==> src/rtl/dmem_mmio_pkg.sv <==
// Shared constants for the dmem_mmio data-memory / MMIO subsystem.
// Optional timer prescaler is enabled by defining DMEM_MMIO_TIMER_PRESCALE_EN.
package dmem_mmio_pkg;

    localparam logic [15:0] MMIO_HI_DEF  = 16'hFFFF;

    localparam logic [7:0]  GPIO_OUT_OFF = 8'h00;
    localparam logic [7:0]  GPIO_IN_OFF  = 8'h04;
    localparam logic [7:0]  TCNT_OFF     = 8'h08;
    localparam logic [7:0]  TCMP_OFF     = 8'h0C;
    localparam logic [7:0]  TCTRL_OFF    = 8'h10;
    localparam logic [7:0]  TSTAT_OFF    = 8'h14;
    localparam logic [7:0]  TPSC_OFF     = 8'h1C;

    localparam int unsigned TCTRL_EN     = 0;
    localparam int unsigned TCTRL_AR     = 1;
    localparam int unsigned TCTRL_IE     = 2;
    localparam int unsigned TSTAT_MATCH  = 0;

    localparam logic [31:0] TCMP_RST     = 32'hFFFF_FFFF;

    typedef enum logic [1:0] {
        REGION_NONE = 2'd0,
        REGION_RAM  = 2'd1,
        REGION_MMIO = 2'd2
    } region_t;

endpackage

==> src/rtl/mmio_timer.sv <==
// Compare timer with auto-reload, interrupt enable and W1C match flag.
// Prescaler register TPSC exists only with DMEM_MMIO_TIMER_PRESCALE_EN defined.
module mmio_timer
    import dmem_mmio_pkg::*;
(
    input  logic        clk,
    input  logic        rst,
    input  logic        we,
    input  logic [7:0]  off,
    input  logic [31:0] wdata,
    output logic [31:0] rdata,
    output logic        irq
);

    logic [31:0] tcnt;
    logic [31:0] tcmp;
    logic [2:0]  tctrl;
    logic        match;
    logic        tick;
    logic        hit;
    logic        wr_tcnt;
    logic        wr_tcmp;
    logic        wr_tctrl;
    logic        wr_tstat;

    assign wr_tcnt  = we && (off == TCNT_OFF);
    assign wr_tcmp  = we && (off == TCMP_OFF);
    assign wr_tctrl = we && (off == TCTRL_OFF);
    assign wr_tstat = we && (off == TSTAT_OFF);

`ifdef DMEM_MMIO_TIMER_PRESCALE_EN
    logic [15:0] tpsc;
    logic [15:0] psc_cnt;
    logic        wr_tpsc;

    assign wr_tpsc = we && (off == TPSC_OFF);
    assign tick    = (psc_cnt == tpsc);

    always_ff @(posedge clk or posedge rst) begin
        if (rst) begin
            tpsc    <= '0;
            psc_cnt <= '0;
        end else if (wr_tpsc) begin
            tpsc    <= wdata[15:0];
            psc_cnt <= '0;
        end else if (tctrl[TCTRL_EN]) begin
            psc_cnt <= tick ? '0 : psc_cnt + 16'd1;
        end
    end
`else
    assign tick = 1'b1;
`endif

    // Compare always sees the pre-write TCNT, so a software write cannot mask a match.
    assign hit = tctrl[TCTRL_EN] && tick && (tcnt == tcmp);

    always_ff @(posedge clk or posedge rst) begin
        if (rst) begin
            tcnt  <= '0;
            tcmp  <= TCMP_RST;
            tctrl <= '0;
            match <= 1'b0;
            irq   <= 1'b0;
        end else begin
            if (wr_tcnt)
                tcnt <= wdata;
            else if (tctrl[TCTRL_EN] && tick)
                tcnt <= (hit && tctrl[TCTRL_AR]) ? '0 : tcnt + 32'd1;

            if (wr_tcmp)
                tcmp <= wdata;
            if (wr_tctrl)
                tctrl <= wdata[2:0];

            if (hit)
                match <= 1'b1;
            else if (wr_tstat && wdata[TSTAT_MATCH])
                match <= 1'b0;

            irq <= match && tctrl[TCTRL_IE];
        end
    end

    always_comb begin
        rdata = '0;
        case (off)
            TCNT_OFF:  rdata = tcnt;
            TCMP_OFF:  rdata = tcmp;
            TCTRL_OFF: rdata = {29'd0, tctrl};
            TSTAT_OFF: rdata = {31'd0, match};
`ifdef DMEM_MMIO_TIMER_PRESCALE_EN
            TPSC_OFF:  rdata = {16'd0, tpsc};
`endif
            default:   rdata = '0;
        endcase
    end

endmodule

==> src/rtl/dmem_mmio.sv <==
// Data RAM plus MMIO window (GPIO, synchronised GPIO input, compare timer).
// Timer prescaler is optional via DMEM_MMIO_TIMER_PRESCALE_EN.
module dmem_mmio
    import dmem_mmio_pkg::*;
#(
    parameter int unsigned DEPTH_LOG2 = 6,
    parameter logic [15:0] MMIO_HI    = MMIO_HI_DEF
) (
    input  logic        clk,
    input  logic        rst,
    input  logic        we_dm,
    input  logic [31:0] alu_out,
    input  logic [31:0] wd_dm,
    output logic [31:0] rd_dm,
    input  logic [31:0] gpio_in,
    output logic [31:0] gpio_out,
    output logic        timer_irq,
    output logic        addr_err
);

    localparam int unsigned DEPTH = 1 << DEPTH_LOG2;

    logic [31:0]           ram [DEPTH];
    logic [DEPTH_LOG2-1:0] ram_idx;
    logic [7:0]            mmio_off;
    logic                  aligned;
    region_t               region;
    logic                  ram_we;
    logic                  mmio_we;
    logic [31:0]           gpio_s1;
    logic [31:0]           gpio_s2;
    logic [31:0]           timer_rdata;

    assign ram_idx  = alu_out[DEPTH_LOG2+1:2];
    assign mmio_off = alu_out[7:0];
    assign aligned  = (alu_out[1:0] == 2'b00);

    always_comb begin
        region = REGION_NONE;
        if (alu_out[31:DEPTH_LOG2+2] == '0)
            region = REGION_RAM;
        else if ((alu_out[31:16] == MMIO_HI) && (alu_out[15:8] == 8'h00))
            region = REGION_MMIO;
    end

    assign addr_err = !aligned || (region == REGION_NONE);
    assign ram_we   = we_dm && !addr_err && (region == REGION_RAM);
    assign mmio_we  = we_dm && !addr_err && (region == REGION_MMIO);

    // RAM deliberately outside the reset domain so contents survive rst.
    always_ff @(posedge clk) begin
        if (ram_we)
            ram[ram_idx] <= wd_dm;
    end

    always_ff @(posedge clk or posedge rst) begin
        if (rst) begin
            gpio_out <= '0;
            gpio_s1  <= '0;
            gpio_s2  <= '0;
        end else begin
            if (mmio_we && (mmio_off == GPIO_OUT_OFF))
                gpio_out <= wd_dm;
            gpio_s1 <= gpio_in;
            gpio_s2 <= gpio_s1;
        end
    end

    mmio_timer u_timer (
        .clk   (clk),
        .rst   (rst),
        .we    (mmio_we),
        .off   (mmio_off),
        .wdata (wd_dm),
        .rdata (timer_rdata),
        .irq   (timer_irq)
    );

    always_comb begin
        rd_dm = '0;
        if (!addr_err) begin
            if (region == REGION_RAM)
                rd_dm = ram[ram_idx];
            else if (mmio_off == GPIO_OUT_OFF)
                rd_dm = gpio_out;
            else if (mmio_off == GPIO_IN_OFF)
                rd_dm = gpio_s2;
            else
                rd_dm = timer_rdata;
        end
    end

endmodule

==> config.mk <==
export PLATFORM = sky130hd
export DESIGN_NAME = dmem_mmio
export DESIGN_NICKNAME = d
export VERILOG_FILES = /design/src/rtl/dmem_mmio_pkg.sv /design/src/rtl/mmio_timer.sv /design/src/rtl/dmem_mmio.sv
export SDC_FILE = /design/constraint.sdc
export NUM_CORES = 2
export LEC_CHECK = 0
export ABC_AREA = 1
export BUFFER_PORTS_ARGS = -buffer_cell sky130_fd_sc_hd__buf_2
export CAP_MARGIN = 15
export CORE_MARGIN = 8
export CORE_UTILIZATION = 55
export CTS_CLUSTER_SIZE = 28
export DETAILED_ROUTE_END_ITERATION = 8
export PLACE_DENSITY = 0.74
export SETUP_SLACK_MARGIN = 0.5
export SLEW_MARGIN = 20
export SYNTH_ARGS = -nofsm -noshare
export SYNTH_HDL_FRONTEND = slang
export SYNTH_SLANG_ARGS = --single-unit
==> constraint.sdc <==
create_clock -name clk -period 4.5 [get_ports clk]
set_input_delay 0.225 -clock clk [delete_from_list [all_inputs] [get_ports clk]]
set_output_delay 0.225 -clock clk [all_outputs]
set_load 0.1 [all_outputs]
==> summary.txt <==
Detailed routing
  – Initial drt markers: 11000
  – DRT Pass-1 Iters: 8
  – Total number of vias: 65200
  – Via/cell ratio: 6.04
  – Drt wl/cell: 27.3 um
  – WL final: 295 mm
  – Count of antenna-violating nets left after detailed routing: 0
  – DRC violation count after routing: 0

Worst setup path
  – Data required time of the critical path: 4280 ps
  – Crit Path Category: in -> out
  – Max FO, Critical Path: 65
  – Arrival time of the worst setup path: 3800 ps
  – Kind of start point of the critical path: input pin
  – Length in cells of the worst reg-to-reg path: 9
  – Kind of end point of the critical path: output port

Floorplanning
  – Starting Density: 55.1%
  – # IOs: 165
  – Number of rows created at floorplan: 149
  – Chip width: 422 um
  – Die Footprint: 178000 um^2
  – Die outline height: 422 um
  – Floorplan core area: 164000 um^2

Yosys
  – Flip-flop and latch count after synthesis: 2213
  – Dominant synthesized flop cell: sky130_fd_sc_hd__edfxtp_1
  – Post-Syn Area: 90500 um^2
  – Distinct cell type count of the synthesized netlist: 42
  – Async set-or-reset flop fraction in the synthesized netlist: 7.46%
  – Mean Syn Cell Area: 11.2 um^2
  – Post-synthesis net count: 8150
  – Leading area contributor after synthesis: sky130_fd_sc_hd__edfxtp_1
  – Count of flip-flops with a built-in enable after synthesis: 2048
  – Dominant cells by area after synthesis: sky130_fd_sc_hd__edfxtp_1, sky130_fd_sc_hd__nor2_1, sky130_fd_sc_hd__nand2_1, sky130_fd_sc_hd__dfrtp_1, sky130_fd_sc_hd__nand3_1
  – Number of warnings printed during yosys synthesis: 0
  – Synth top area share: 68.0%
  – Count of mapped cells out of synthesis: 8050
  – Seq/Total Area, Yosys: 72.6%

GRT
  – Largest net degree at the start of global routing: 142
  – Number of global-route vias before repair: 62600
  – Initial antenna violation count: 13
  – First-pass GRT wire length: 421 mm
  – GRT Util Overall: 32.1%
  – Overflow after GRT: 0

CTS
  – Sink Count: 2213
  – CTS buffer count: 215
  – Clock Tree Buf Depth: 3
  – Worst-Skew Late Latency: 880 ps
  – Number of H-tree branching levels: 4
  – # Post-CTS Setup Buffers: 0
  – CTS root buf: sky130_fd_sc_hd__clkbuf_16
  – Clock transition time at the flip-flop clock pins of the worst setup and hold paths: 60 ps
  – Clock tree from TritonCTS: done

Cells and area
  – Most frequent standard cell in the layout excluding fill and tap cells: sky130_fd_sc_hd__nor2_1
  – Proportion of layout cells with a drive suffix above 1: 11.1%
  – Synth-to-layout area growth: 14.7%
  – Final std cells w/o fill: 10800
  – Post-route cell area: 104000 um^2
  – Commonest cells after routing, fill and taps aside: sky130_fd_sc_hd__nor2_1, sky130_fd_sc_hd__edfxtp_1, sky130_fd_sc_hd__nand2_1
  – Final nets: 8529
  – Count of fill cells added during filler insertion: 12000

Power and ir drop
  – Power density over the cells: 411 nW/um^2
  – Static leakage: 0.0390 uW
  – Peak supply drop: 539 uV
  – Post-layout power: 42600 uW

Timing
  – Transition time at the pin with the least slew margin: 1180 ps
  – TNS Setup: 0 ps
  – RSZ-0062 raised after global routing: true
  – Portion of the clock cycle consumed by the worst path in the final layout: 89.4%
  – Hold Vio Cnt, Final: 0
  – Minimum period implied by the final worst setup slack: 4020 ps
  – Achievable Freq: 249 MHz
  – Max-slew violation count: 0
  – Post-route worst hold slack: 2.37 ps
  – Clock Skews: 46.3 ps
  – Number of setup violations in the final report: 0
  – Max-slew headroom at the worst pin: 21.0%

Run
  – Max-capacitance violation count: 0

Placement
  – Placed cell count: 10300
  – Instance area at placement: 96000 um^2
  – PortBufs: 164
  – Final Wtd Congestion: 0.952
  – Detailed placer's ending HPWL: 175 mm

Worst hold path
  – Count of cells along the worst hold path: 2
  – Hold Crit Class: in -> reg

Status
  – Run status: finished clean
==> cell families (layout without fill, tap and decap cells) <==
group | Yosys count | after routing | share of synthesized area (%)
xor gates and xnor gates | 44 | 44 | 0.426
and+or+nand+nor | 4415 | 4415 | 19.8
buffers and inverters | 924 | 1482 | 4.27
other | 0 | 4 | 0
DFF | 2213 | 2213 | 72.6
AOI/OAI and AO/OA | 452 | 452 | 2.87
adders and majority gates | 1 | 1 | 0.0138
muxes | 1 | 1 | 0.0124
==> layout make-up <==
type / count / area [um^2] / share of cell area [%]
flip-flops and latches: 2213 / 65700 / 63.3
multi-input cells: 4913 / 21500 / 20.7
clock buffers: 261 / 5580 / 5.38
repair buffers: 550 / 4910 / 4.74
well taps: 2189 / 2740 / 2.64
inverters: 536 / 2040 / 1.97
clock inverters: 135 / 1300 / 1.25
diodes: 4 / 10.0 / 0.00965
==> worst paths after layout <==
path / end / slack [ps] / start
worst min register to register: gpio_s2[14] / 350 / gpio_s1[14]
min in group asynchronous: gpio_out[30] / 560 / rst
worst min-delay path: gpio_s1[31] / 2 / gpio_in[31]
max in group asynchronous: u_timer.tcnt[8] / 2700 / rst
worst max-delay path: rd_dm[17] / 480 / alu_out[2]
worst max register to register: u_timer.tcnt[31] / 2170 / u_timer.tcnt[0]
==> timing repair <==
action                                  CTS  global route
endpoints found under the setup margin    1             3
gates resized for setup                   1             3
hold buffers                             80             0
hold endpoints to repair                451             0
==> report_power, final <==
group,switching (uW),total [uW],internal (uW)
logic,1910,2510,597
clock network,7890,17600,9730
registers,11.3,22500,22500
==> critical path: stages <==
cell and delay, ps:
sky130_fd_sc_hd__buf_8 170, sky130_fd_sc_hd__inv_8 250, sky130_fd_sc_hd__buf_4 790, sky130_fd_sc_hd__nor2_1 90
sky130_fd_sc_hd__o21ai_0 280, sky130_fd_sc_hd__nand2_1 100, sky130_fd_sc_hd__nand2_1 70, sky130_fd_sc_hd__nand2_1 60
sky130_fd_sc_hd__nand2_1 60, sky130_fd_sc_hd__nand2_1 220, sky130_fd_sc_hd__nor2_1 430, sky130_fd_sc_hd__nand3_2 270
sky130_fd_sc_hd__nand2_1 130, sky130_fd_sc_hd__nand2_1 60, sky130_fd_sc_hd__nor2_1 250, sky130_fd_sc_hd__buf_12 220
==> state kept, by name, indices dropped and copies added (netlist names) <==
signal / cells
gpio_s1: 32
u_timer.match: 1
gpio_out: 32
u_timer.irq: 1
gpio_s2: 32
u_timer.tctrl: 3
ram: 2048
u_timer.tcmp: 32
u_timer.tcnt: 32
==> through the flow <==
step / setup WS, ps / util, %
2_1_floorplan: 600 / -
6_report: 476 / 63.2
4_1_cts: 508 / 63.1
3_3_place_gp: 457 / 58.5
5_1_grt: 460 / 63.1
3_5_place_dp: 446 / 58.5
==> metal layers <==
| metal | global-route usage (%) | vias up | share of wire, % |
|---|---|---|---|
| met5 | 0 | - | 0.013 |
| met4 | 18.7 | 6 | 6.8 |
| met3 | 9.19 | 879 | 15 |
| met2 | 47.9 | 5143 | 44 |
| met1 | 42.2 | 31300 | 35 |
| li1 | - | 27800 | - |
==> Yosys cell counts (24+ instances only) <==
cell                       instances
sky130_fd_sc_hd__a211oi_1         24
sky130_fd_sc_hd__a21oi_1          44
sky130_fd_sc_hd__buf_2           190
sky130_fd_sc_hd__buf_4            31
sky130_fd_sc_hd__clkbuf_1        146
sky130_fd_sc_hd__dfrtp_1         133
sky130_fd_sc_hd__dfstp_2          32
sky130_fd_sc_hd__edfxtp_1       2048
sky130_fd_sc_hd__inv_1           526
sky130_fd_sc_hd__nand2_1        1242
sky130_fd_sc_hd__nand3_1         648
sky130_fd_sc_hd__nand3b_1         34
sky130_fd_sc_hd__nand4_1          65
sky130_fd_sc_hd__nor2_1         2322
sky130_fd_sc_hd__nor3_1           33
sky130_fd_sc_hd__o21ai_0         212
sky130_fd_sc_hd__o21ai_1          25
sky130_fd_sc_hd__o22ai_1          96
sky130_fd_sc_hd__or2_2            57
sky130_fd_sc_hd__xor2_1           36
No activity file was read; power rests on OpenSTA's default activity.
